--- src/rtl/serdes_tx_lanes.sv ---
// Multi-lane serial transmitter: FIFO-buffered line symbols serialised LSB-first
// at a programmable bit period, with COMMA fill on every lane whenever the FIFO is empty.
module serdes_tx_lanes #(
  parameter int               LANES = 1,
  parameter int               SYM_W = 10,
  parameter int               DEPTH = 8,
  parameter int               DIV_W = 16,
  parameter logic [SYM_W-1:0] COMMA = 10'b0101111100
) (
  input  logic                         clk,
  input  logic                         reset,
  input  logic [DIV_W-1:0]             div_val,
  input  logic [LANES*SYM_W-1:0]       in_data,
  input  logic                         in_valid,
  output logic                         in_ready,
  output logic [LANES-1:0]             ser_out,
  output logic                         bit_strobe,
  output logic                         sym_start,
  output logic                         comma_sent,
  output logic [$clog2(DEPTH+1)-1:0]   fifo_level
);

  localparam int W     = LANES * SYM_W;
  localparam int PTR_W = (DEPTH > 1) ? $clog2(DEPTH) : 1;
  localparam int LVL_W = $clog2(DEPTH + 1);
  localparam int IDX_W = (SYM_W > 1) ? $clog2(SYM_W) : 1;
  localparam logic [IDX_W-1:0] LAST_IDX = IDX_W'(SYM_W - 1);
  localparam logic [LVL_W-1:0] FULL_LVL = LVL_W'(DEPTH);

  logic [W-1:0]     mem_q [DEPTH];
  logic [PTR_W-1:0] wr_ptr_q, wr_ptr_d, rd_ptr_q, rd_ptr_d;
  logic [LVL_W-1:0] level_q, level_d;
  logic             in_ready_q, in_ready_d;
  logic [DIV_W-1:0] cnt_q, cnt_d, div_q, div_d;
  logic [IDX_W-1:0] idx_q, idx_d;
  logic [SYM_W-1:0] sh_q [LANES];
  logic [SYM_W-1:0] sh_d [LANES];
  logic [LANES-1:0] ser_q, ser_d;
  logic             bit_strobe_q, bit_strobe_d;
  logic             sym_start_q, sym_start_d;
  logic             comma_q, comma_d;
  logic             tick, boundary, push, pop;
  logic [W-1:0]     head;
  logic [SYM_W-1:0] load_sym;

  assign in_ready = in_ready_q & ~reset;

  always_comb begin
    head     = mem_q[rd_ptr_q];
    push     = in_valid & in_ready;
    tick     = (cnt_q == div_q);
    boundary = tick & (idx_q == LAST_IDX);
    pop      = boundary & (level_q != '0);

    cnt_d = tick ? '0 : cnt_q + 1'b1;
    idx_d = idx_q;
    if (tick) idx_d = (idx_q == LAST_IDX) ? '0 : idx_q + 1'b1;
    // Divider only changes between symbols so a symbol never mixes bit periods.
    div_d = boundary ? div_val : div_q;

    wr_ptr_d   = push ? wr_ptr_q + 1'b1 : wr_ptr_q;
    rd_ptr_d   = pop  ? rd_ptr_q + 1'b1 : rd_ptr_q;
    level_d    = level_q + LVL_W'(push) - LVL_W'(pop);
    in_ready_d = (level_d != FULL_LVL);

    bit_strobe_d = tick;
    sym_start_d  = boundary;
    comma_d      = boundary & ~pop;

    ser_d    = ser_q;
    load_sym = '0;
    for (int k = 0; k < LANES; k++) begin
      sh_d[k]  = sh_q[k];
      load_sym = pop ? head[k*SYM_W +: SYM_W] : COMMA;
      if (boundary) begin
        ser_d[k] = load_sym[0];
        sh_d[k]  = load_sym >> 1;
      end else if (tick) begin
        ser_d[k] = sh_q[k][0];
        sh_d[k]  = sh_q[k] >> 1;
      end
    end
  end

  always_ff @(posedge clk) begin
    if (reset) begin
      wr_ptr_q     <= '0;
      rd_ptr_q     <= '0;
      level_q      <= '0;
      in_ready_q   <= 1'b0;
      cnt_q        <= '0;
      div_q        <= div_val;
      idx_q        <= LAST_IDX;
      ser_q        <= '0;
      bit_strobe_q <= 1'b0;
      sym_start_q  <= 1'b0;
      comma_q      <= 1'b0;
      for (int k = 0; k < LANES; k++) sh_q[k] <= '0;
    end else begin
      wr_ptr_q     <= wr_ptr_d;
      rd_ptr_q     <= rd_ptr_d;
      level_q      <= level_d;
      in_ready_q   <= in_ready_d;
      cnt_q        <= cnt_d;
      div_q        <= div_d;
      idx_q        <= idx_d;
      ser_q        <= ser_d;
      bit_strobe_q <= bit_strobe_d;
      sym_start_q  <= sym_start_d;
      comma_q      <= comma_d;
      for (int k = 0; k < LANES; k++) sh_q[k] <= sh_d[k];
    end
  end

  // Storage needs no reset: the pointers define what is valid.
  always_ff @(posedge clk) begin
    if (push) mem_q[wr_ptr_q] <= in_data;
  end

  assign ser_out    = ser_q;
  assign bit_strobe = bit_strobe_q;
  assign sym_start  = sym_start_q;
  assign comma_sent = comma_q;
  assign fifo_level = level_q;

endmodule

--- config.mk ---
export PLATFORM = sky130hd
export DESIGN_NAME = serdes_tx_lanes
export DESIGN_NICKNAME = d
export VERILOG_FILES = /design/src/rtl/serdes_tx_lanes.sv
export SDC_FILE = /design/constraint.sdc
export NUM_CORES = 1
export LEC_CHECK = 0
export ABC_CLOCK_PERIOD_IN_PS = 3400
export CORE_MARGIN = 2
export CORE_UTILIZATION = 25
export CTS_CLUSTER_SIZE = 28
export DETAILED_ROUTE_END_ITERATION = 16
export GPL_ROUTABILITY_DRIVEN = 0
export SKIP_LAST_GASP = 1
export SLEW_MARGIN = 20
export SYNTH_ARGS = -nofsm -noshare
export SYNTH_HDL_FRONTEND = slang
export SYNTH_SLANG_ARGS = --single-unit
--- constraint.sdc ---
create_clock -name clk -period 3.4 [get_ports clk]
set_input_delay 0.51 -clock clk [delete_from_list [all_inputs] [get_ports clk]]
set_output_delay 0.51 -clock clk [all_outputs]
set_load 0.005 [all_outputs]
==> reports/results.txt, run 1 <==
initial antenna violation count: 0
WP data required: 3.70 ns
# rows: 55
CTS Root Cell: clkbuf_16
pin count of the biggest net entering global routing: 32
sequential fraction of the synthesis area: 66.20%
Cells after DPL: 703
DR pass1 iterations: 4
worst-case vdd ir drop: 0.0002867 V
synthesized area per cell: 14.92 um2
total CTS buffers: 17
Psw: 909.0 uW
TNS Setup: 0 ns
internal reg-to-reg setup slack: 0.58 ns
critical-path cell list: xor2_1 > nor4_2 > nand4_2 > nor3_1 > inv_1 > ha_1 > a21o_1 > a21oi_1 > xnor2_1 > nor4bb_1 > nor2_1
Max-Cap Viols: 0
Slew Limit Fails: 0
Core ar.: 22640 um2
hold path depth: 2
post-route insts no fill: 735
Synth area leaders: edfxtp_1 50%, dfxtp_1 16%, mux4_2 7.8%
drt via density: 4.411
critical path arrival: 3.13 ns
#FFs+latches synth: 143
proportion of power drawn by flip-flops and latches: 48.6%
I/O pins: 38
Crit path largest cell delay: 0.39 ns
Post-CTS Setup Bufs: 0
Mapped Cells: 387
CTS Buffer Depth: 2
Post-DP HPWL: 7690 um
Setup CP Type: reg2reg
post-synth net total: 424
hold endpoint: sh_q[0][1]
combinational share of power: 4.6%
clock slew seen by the registers of the worst setup and hold paths: 0.07 ns
PD cells: 553.2 nW/um2
Multi-input gate area: 1822 um2
vias post-DR: 3242
HP Start: sh_q[0][1]
period utilization: 83.00%
die footprint: 24330 um2
fmax: 354.4 MHz
DIE WIDTH: 156.0 um
asr flop ratio synth: 0%
clock power share: 46.8%
RSZ-0062 raised after global routing: false
Netlist cell types: 44
Routed Antenna Nets: 0
wire per inst: 16.15 um
R2R depth: 11
Post-synth EDFFs: 96
final instance area: 7109 um2
DR iter-0 viols: 137
placed instance area: 6511 um2
register area: 3824 um2
Crit Reg-Reg Startpoint: div_q[6]
Worst Setup End Kind: flop
Fill cells: 2218
endpoints failing setup: 0
crit-path max FO: 3
Critical Path Start Type: flop
slowest CP cell: nor4_2
Leakage Power: 0.002359 uW
TritonCTS clock tree: built
Starting Density: 25.51%
clk sinks: 143
Synth Cell Area: 5776 um2
Post-synth top flop: edfxtp_1
number of nets in the final layout: 474
Residual DRC: 0
vias in the first global route: 3483
Int Pwr: 3024 uW
Worst-Skew Late Latency: 0.42 ns
area fraction of the dominant cell type after synthesis: 49.91%
outcome: completed
final worst path period need: 2.822 ns
Sw Share: 23.11%
Port Buffers: 37
ANT cells: 0
dominant cell type by area after synthesis: edfxtp_1
Slew headroom: 29.92%
Worst Tran Pin Value: 1.050 ns
Post-CTS Resized: 0
final WL: 11870 um
Ys Warns: 0
Max Clock Skew: 0.007066 ns
first-pass GRT wire length: 18620 um
layout cells sized above 1: 18.44%
Power, Total: 3933 uW
area delta synth->final: 23.09%
all-layer global routing usage: 10.45%
Final Hold Vio Count: 0
die height: 156.0 um
CTS H-tree lvls: 4
worst min-delay path category: reg2reg
hold buffer count at cts: 0
GRT overflow: 0
R2R Path End: in_ready_q
[synthesized netlist by cell type, types with 2 or more instances]
cell type / count
a21o_1: 2
a21oi_1: 11
and2_1: 2
and3_1: 3
and4_2: 2
buf_2: 7
buf_4: 2
clkbuf_1: 9
dfxtp_1: 47
edfxtp_1: 96
ha_1: 7
inv_1: 11
mux2_2: 8
mux2i_1: 6
mux4_2: 20
nand2_1: 9
nand2b_1: 10
nand3_1: 11
nand3b_1: 2
nand4_1: 4
nor2_1: 32
nor2b_1: 5
nor3_1: 7
nor4_2: 3
nor4bb_1: 2
o21ai_0: 3
o22ai_1: 12
o31ai_1: 2
or4_1: 3
xnor2_1: 9
xor2_1: 27
[routing by layer]
metal  vias up  wire length [um]  global-route usage [%]  share of wire [%]
li1       1551                 -                       -                  -
met1      1621              5085                   11.95                 43
met2        56              6190                   18.16                 52
met3        14               406                   2.917                3.4
met4         0               191                   4.762                1.6
met5         -                 0                       0                  0
[placed cells by master, fill, tap and decap left out, drive strengths merged, types with 2 or more instances in the layout]
cell / synthesis / final
edfxtp: 96 / 96
dfxtp: 47 / 47
clkdlybuf4s50: 0 / 37
nor2: 32 / 32
xor2: 27 / 27
mux4: 20 / 20
inv: 11 / 19
clkbuf: 9 / 17
buf: 10 / 13
o22ai: 12 / 12
nand3: 11 / 11
a21oi: 11 / 11
nand2b: 10 / 10
nand2: 9 / 9
xnor2: 9 / 9
mux2: 8 / 8
nor3: 7 / 7
ha: 7 / 7
mux2i: 6 / 6
nor2b: 5 / 5
nor4: 5 / 5
nand4: 5 / 5
clkinv: 0 / 4
or4: 3 / 3
o21ai: 3 / 3
and3: 3 / 3
and4: 3 / 3
and2: 2 / 2
nor4bb: 2 / 2
a21o: 2 / 2
o31ai: 2 / 2
nand3b: 2 / 2
clkinvlp: 0 / 2
[worst max-delay path: cells and delay by family (launching register included)]
kind	cells	cell delay [ns]
AND/OR/NAND/NOR	5	1.31
buffers and inverters	1	0.09
adder cells (fa/ha/maj)	1	0.28
AO/OA/AOI/OAI	2	0.33
XOR/XNOR	2	0.29
flip-flops	1	0.38
[kinds of logic after synthesis]
| group | share of synthesized area, % |
|---|---|
| AOI/OAI and AO/OA | 3.661 |
| muxes | 10.40 |
| DFF | 66.20 |
| xor gates and xnor gates | 5.459 |
| and+or+nand+nor | 10.05 |
| buffers and inverters | 2.361 |
| adders and majority gates | 1.863 |
[power by group through the flow]
stage	logic (uW)	clock network [uW]	registers, uW
6_report	183	1840	1910
3_3_place_gp	178	0	1950
5_1_grt	203	1950	1910
3_5_place_dp	186	0	1950
4_1_cts	187	1890	1910
2_1_floorplan	98.6	0	1940
[layout make-up]
cell class	instances	area share [%]
Clock buffer	17	5.984
Clock inverter	15	2.429
Timing Repair Buffer	50	6.582
Tap cell	285	5.016
Inverter	11	0.5808
Multi-Input combinational cell	214	25.62
Sequential cell	143	53.78
[per-stage QoR]
| step | setup WS (ns) | utilization (%) | hold slack (ns) |
|---|---|---|---|
| 2_1_floorplan | 0.6792 | - | 0.4473 |
| 3_3_place_gp | 0.5643 | 28.76 | 0.4722 |
| 3_5_place_dp | 0.3847 | 28.76 | 0.4751 |
| 4_1_cts | 0.5372 | 31.40 | 0.4914 |
| 5_1_grt | 0.3726 | 31.40 | 0.5198 |
| 6_report | 0.5780 | 31.40 | 0.4889 |
[worst max-delay path by stage]
stage / startpoint / end / slack (ns) / cells past startpoint
floorplan: fifo_level[2] / in_ready_q / 0.68 / 12
global placement: reset / in_ready_q / 0.56 / 11
detailed placement: reset / in_ready_q / 0.38 / 11
CTS: div_q[11] / in_ready_q / 0.54 / 11
global route: div_q[11] / in_ready_q / 0.37 / 11
finish: div_q[6] / in_ready_q / 0.58 / 11
[registers in the layout (all words and copies together) (netlist names), named ones only]
| signal | count |
|---|---|
| fifo_level | 4 |
| cnt_q | 16 |
| idx_q | 4 |
| sh_q | 9 |
| mem_q | 80 |
| comma_sent | 1 |
| sym_start | 1 |
| in_ready_q | 1 |
| bit_strobe | 1 |
| div_q | 16 |
| wr_ptr_q | 3 |
| rd_ptr_q | 3 |
| ser_out | 1 |
(Power assumes the default switching activity.)
==> run 2, diff against run 1 <==
--- a/config.mk
+++ b/config.mk
@@ -5,7 +5,7 @@
 export SDC_FILE = /design/constraint.sdc
 export NUM_CORES = 1
 export LEC_CHECK = 0
-export ABC_CLOCK_PERIOD_IN_PS = 3400
+export ABC_CLOCK_PERIOD_IN_PS = 2400
 export CORE_MARGIN = 2
 export CORE_UTILIZATION = 25
 export CTS_CLUSTER_SIZE = 28
==> constraint.sdc (replaced) <==
create_clock -name clk -period 2.4 [get_ports clk]
set_input_delay 0.36 -clock clk [delete_from_list [all_inputs] [get_ports clk]]
set_output_delay 0.36 -clock clk [all_outputs]
set_load 0.005 [all_outputs]
==> run 2 against run 1 <==
Compared with the run above:
- the flow now finishes with violations (setup timing)
- count of clock-buffer cells in the layout is the same
- hold slack better by 0.0035 ns
- final cell count up 5.3%
- first-iteration DRC count shrank 8.0%
- sequential share of layout area shrank 2.6 points
- cell area is 5.0% higher
- critical path type unchanged
- critical endpoint unchanged
- largest power group unchanged
==> reports/results.txt, run 2 (synthesis results as in run 1) <==
area delta synth->final: 29.29%
I/O pins: 38
period utilization: 110.3%
failing checks: setup timing
DR iter-0 viols: 126
commonest non-fill, non-tap cell in the layout: edfxtp_1
Max Clock Skew: 0.008299 ns
RSZ-0062 raised after global routing: true
Worst Setup End Kind: flop
R2R depth: 10
first-pass GRT wire length: 19360 um
number of nets in the final layout: 513
critical path arrival: 2.95 ns
vias post-DR: 3446
PD cells: 757.2 nW/um2
vias in the first global route: 3572
final WL: 12260 um
post-route insts no fill: 774
R2R Path End: in_ready_q
max reg flops: 80
CTS Buffer Depth: 2
die footprint: 24330 um2
fmax: 377.9 MHz
pre-CTS setup slack: -0.2916 ns
proportion of power drawn by flip-flops and latches: 47.7%
TritonCTS clock tree: built
Crit Reg-Reg Startpoint: div_q[13]
pin count of the biggest net entering global routing: 32
Psw: 1330 uW
Leakage Power: 0.002575 uW
outcome: complete, but fails checks
most frequent cells in the layout: 96 x edfxtp_1, 49 x buf_4, 47 x dfxtp_1, 37 x clkdlybuf4s50_1, 29 x nor2_1
final worst slack: -0.2460 ns
Worst-Skew Late Latency: 0.42 ns
Setup CP Type: reg2reg
critical-path cell list: xor2_1 > nor4_2 > nand4_2 > nor2_2 > xnor2_1 > ha_2 > inv_2 > fa_2 > nor4bb_2 > nor2_1
internal reg-to-reg setup slack: -0.25 ns
WP data required: 2.71 ns
ANT cells: 0
Crit path largest cell delay: 0.52 ns
worst min-delay path category: reg2reg
Routed Antenna Nets: 0
DR pass1 iterations: 4
Core ar.: 22640 um2
register area: 3824 um2
Residual DRC: 0
CTS Root Cell: clkbuf_16
Slew headroom: 68.37%
final worst path period need: 2.646 ns
clock slew seen by the registers of the worst setup and hold paths: 0.07 ns
CP Launch Point: div_q[13]
# rows: 55
Int Pwr: 4324 uW
endpoints failing setup: 3
Fill cells: 2210
Multi-input gate area: 1854 um2
all-layer global routing usage: 10.79%
Max-Cap Viols: 0
TNS Setup: -0.4103 ns
Critical Path Sink: in_ready_q
total CTS buffers: 17
Cells after DPL: 739
GRT overflow: 0
clock power share: 46.7%
crit-path max FO: 3
combinational share of power: 5.5%
Port Buffers: 37
largest register by flop count: mem_q
wire per inst: 15.83 um
hold buffer count at cts: 0
Sw Share: 23.52%
crit path buf inv count: 1
DIE WIDTH: 156.0 um
clk sinks: 143
die height: 156.0 um
Final Hold Vio Count: 0
slowest CP cell: fa_2
Starting Density: 25.51%
Post-DP HPWL: 8083 um
cell depth of the worst setup path: 10
biggest regs: mem_q (80), cnt_q (16), div_q (16)
CTS H-tree lvls: 4
Critical Path Start Type: flop
Worst Tran Pin Value: 0.4744 ns
Slew Limit Fails: 0
delay-heaviest family, CP: simple AND/OR/NAND/NOR gates
drt via density: 4.452
layout cells sized above 1: 26.79%
initial antenna violation count: 0
worst-case vdd ir drop: 0.0004306 V
run 2: cell types whose count changed in the layout (fill, tap and decap cells not counted), sizes merged:
cell / change
buf: +39
clkinv: -1
clkinvlp: -2
inv: +3
run 2: power by group through the flow:
stage / clock network [uW] / logic (uW) / registers, uW
finish: 2640 / 312 / 2700
global route: 2800 / 345 / 2700
CTS: 2710 / 314 / 2700
detailed placement: 0 / 306 / 2750
global placement: 0 / 297 / 2750
floorplan: 0 / 150 / 2750
run 2: per-stage QoR:
step                      util [%]  total power, uW  area, um2  hold slack, ns
after floorplan                  -             2899       5793          0.4473
after global placement       30.18             3048       6833          0.4740
after detailed placement     30.18             3060       6833          0.4756
after CTS                    32.86             5723       7440          0.4784
after global routing         32.98             5852       7467          0.4855
final                        32.98             5654       7467          0.4924
run 2: per-layer routing:
layer	vias to the layer above	share of wire (%)	track usage, %
li1	1626	-	-
met1	1737	44	12.88
met2	63	50	18.06
met3	20	3.7	3.333
met4	0	1.8	4.543
met5	-	0	0
run 2: repair_timing:
action / 4_1_cts / 5_1_grt
gates cloned: 0 / 0
pin swaps: 1 / 3
setup buffers: 1 / 2
endpoints found under the setup margin: 2 / 4
gates resized for setup: 1 / 6
run 2: worst register-to-register path, delay by kind of cell (launching register included):
kind	cells	cell delay, ns
buf+inv	1	0.04
xor+xnor	2	0.31
simple gates	5	1.07
flops	1	0.38
fa+ha+maj	2	0.73
run 2: how the worst min path moves through the flow:
stage / cells after the start / from / endpoint / slack [ns]
4_1_cts: 1 / div_val[9] / div_q[9] / 0.48
2_1_floorplan: 1 / cnt_q[0] / cnt_q[0] / 0.45
3_3_place_gp: 2 / sh_q[0][8] / sh_q[0][8] / 0.47
3_5_place_dp: 2 / sh_q[0][1] / sh_q[0][1] / 0.48
6_report: 2 / sh_q[0][1] / sh_q[0][1] / 0.49
5_1_grt: 1 / div_val[15] / div_q[15] / 0.49
run 2: area by class of cell:
| type | instances | share of cell area [%] |
|---|---|---|
| Inverter | 11 | 0.5529 |
| Timing Repair Buffer | 89 | 10.69 |
| Clock inverter | 15 | 2.245 |
| Clock buffer | 17 | 5.697 |
| Tap cell | 285 | 4.775 |
| Multi-Input combinational cell | 214 | 24.83 |
| Sequential cell | 143 | 51.21 |
==> run 3, diff against run 2 <==
--- a/config.mk
+++ b/config.mk
@@ -6,11 +6,13 @@
 export NUM_CORES = 1
 export LEC_CHECK = 0
 export ABC_CLOCK_PERIOD_IN_PS = 2400
+export CAP_MARGIN = 20
 export CORE_MARGIN = 2
 export CORE_UTILIZATION = 25
 export CTS_CLUSTER_SIZE = 28
 export DETAILED_ROUTE_END_ITERATION = 16
 export GPL_ROUTABILITY_DRIVEN = 0
+export SKIP_CTS_REPAIR_TIMING = 1
 export SKIP_LAST_GASP = 1
 export SLEW_MARGIN = 20
 export SYNTH_ARGS = -nofsm -noshare
==> run 3 against run 2 <==
Compared with the run above:
- the run still ends with setup timing left
- hold slack about the same
- critical path depth up 1
- largest cell class unchanged
- sequential share of layout area fell by 0.15 points
- fmax is 1.4% lower
- highest routed layer unchanged
- sequential power about the same
- die area unchanged
- power up 0.19%
==> reports/results.txt, run 3 (synthesis results as in run 1) <==
outcome: complete, but fails checks
failing checks: setup timing
slowest CP cell: edfxtp_1
Slew headroom: 68.04%
Fill cells: 2200
final instance area: 7490 um2
Post-DP HPWL: 8083 um
max reg flops: 80
clock slew seen by the registers of the worst setup and hold paths: 0.07 ns
commonest non-fill, non-tap cell in the layout: edfxtp_1
CTS Buffer Depth: 2
clk sinks: 143
fmax: 372.6 MHz
endpoints failing setup: 3
Worst Setup End Kind: flop
biggest regs: mem_q (80), cnt_q (16), div_q (16)
die footprint: 24330 um2
Routed Antenna Nets: 0
Critical Path Start Type: flop
first-pass GRT wire length: 19290 um
Leakage Power: 0.002586 uW
DR iter-0 viols: 107
final worst slack: -0.2835 ns
vias in the first global route: 3571
Most common cell on crit path: xor2_2
Max Clock Skew: 0.007614 ns
initial antenna violation count: 0
largest register by flop count: mem_q
area delta synth->final: 29.68%
CTS Root Cell: clkbuf_16
Slew Limit Fails: 0
critical-path cell list: xor2_2 > nor4_4 > nand4_2 > nor2_2 > xnor2_1 > ha_2 > inv_2 > fa_2 > xor2_2 > nor4bb_4 > nor2_1
Worst Tran Pin Value: 0.4794 ns
RSZ-0062 raised after global routing: true
Cells after DPL: 739
Core ar.: 22640 um2
most frequent cells in the layout: 96 x edfxtp_1, 47 x dfxtp_1, 47 x buf_4, 37 x clkdlybuf4s50_1, 30 x nor2_1
GRT overflow: 0
Max-Cap Viols: 0
number of nets in the final layout: 511
Crit path largest cell delay: 0.41 ns
Starting Density: 25.51%
worst-case vdd ir drop: 0.0004311 V
Final Hold Vio Count: 0
DIE WIDTH: 156.0 um
ANT cells: 0
hold path depth: 2
layout cells sized above 1: 26.90%
final WL: 12220 um
register area: 3824 um2
final worst path period need: 2.684 ns
TNS Setup: -0.3816 ns
WP data required: 2.71 ns
# rows: 55
period utilization: 111.8%
pin count of the biggest net entering global routing: 32
Setup CP Type: reg2reg
total CTS buffers: 17
Port Buffers: 37
die height: 156.0 um
drt via density: 4.448
PD cells: 756.3 nW/um2
critical path arrival: 2.99 ns
Worst-Skew Late Latency: 0.42 ns
wire per inst: 15.83 um
worst min-delay path category: reg2reg
DR pass1 iterations: 4
I/O pins: 38
crit-path max FO: 3
post-route insts no fill: 772
vias post-DR: 3434
all-layer global routing usage: 10.75%
placed instance area: 6833 um2
CTS H-tree lvls: 4
Fin Hold WS: 0.4919 ns
TritonCTS clock tree: built
Residual DRC: 0
R2R depth: 11
Multi-input gate area: 1892 um2
-- run 3: cell count changes in the layout (fill, tap and decap cells not counted) --
cell and change:
buf_4 -2, xor2_1 -2, xor2_2 +2, nor2_1 +1
nor2_2 -1, nor4_2 -1, nor4_4 +1, nor4bb_2 -1
nor4bb_4 +1, xnor2_1 -1, xnor2_2 +1
-- run 3: final timing paths --
path,startpoint,end,slack (ns)
worst min-delay path,sh_q[0][1],sh_q[0][1],0.49
worst max register to register,div_q[7],in_ready_q,-0.28
worst min register to register,sh_q[0][1],sh_q[0][1],0.49
worst max-delay path,div_q[7],in_ready_q,-0.28
-- run 3: area by class of cell --
cell class | instances | area share, %
Sequential cell | 143 | 51.05
Tap cell | 285 | 4.761
Inverter | 11 | 0.5513
Timing Repair Buffer | 87 | 10.46
Clock inverter | 15 | 2.239
Multi-Input combinational cell | 214 | 25.26
Clock buffer | 17 | 5.680
-- run 3: metal layers --
layer / vias up / share of wire, % / global-route usage, %
li1: 1622 / - / -
met1: 1723 / 44 / 12.77
met2: 69 / 50 / 18.06
met3: 20 / 3.9 / 3.333
met4: 0 / 1.9 / 4.543
met5: - / 0 / 0
-- run 3: through the flow --
| step | setup WS, ns | utilization, % | total power (uW) |
|---|---|---|---|
| 4_1_cts | -0.3078 | 32.80 | 5718 |
| 2_1_floorplan | -0.1342 | - | 2899 |
| 3_3_place_gp | -0.2075 | 30.18 | 3048 |
| 3_5_place_dp | -0.2916 | 30.18 | 3060 |
| 6_report | -0.2835 | 33.08 | 5665 |
| 5_1_grt | -0.4290 | 33.08 | 5862 |
-- run 3: where the power goes --
group	internal [uW]	switching, uW
Combinational	169	156
Sequential	2680	24.0
Clock	1490	1150
-- run 3: worst max-delay path, delay by kind of cell, from the launching register on --
kind          cells  cell delay, ns
flops             1            0.41
xor+xnor          3            0.49
buf+inv           1            0.04
simple gates      5            1.04
fa+ha+maj         2            0.58
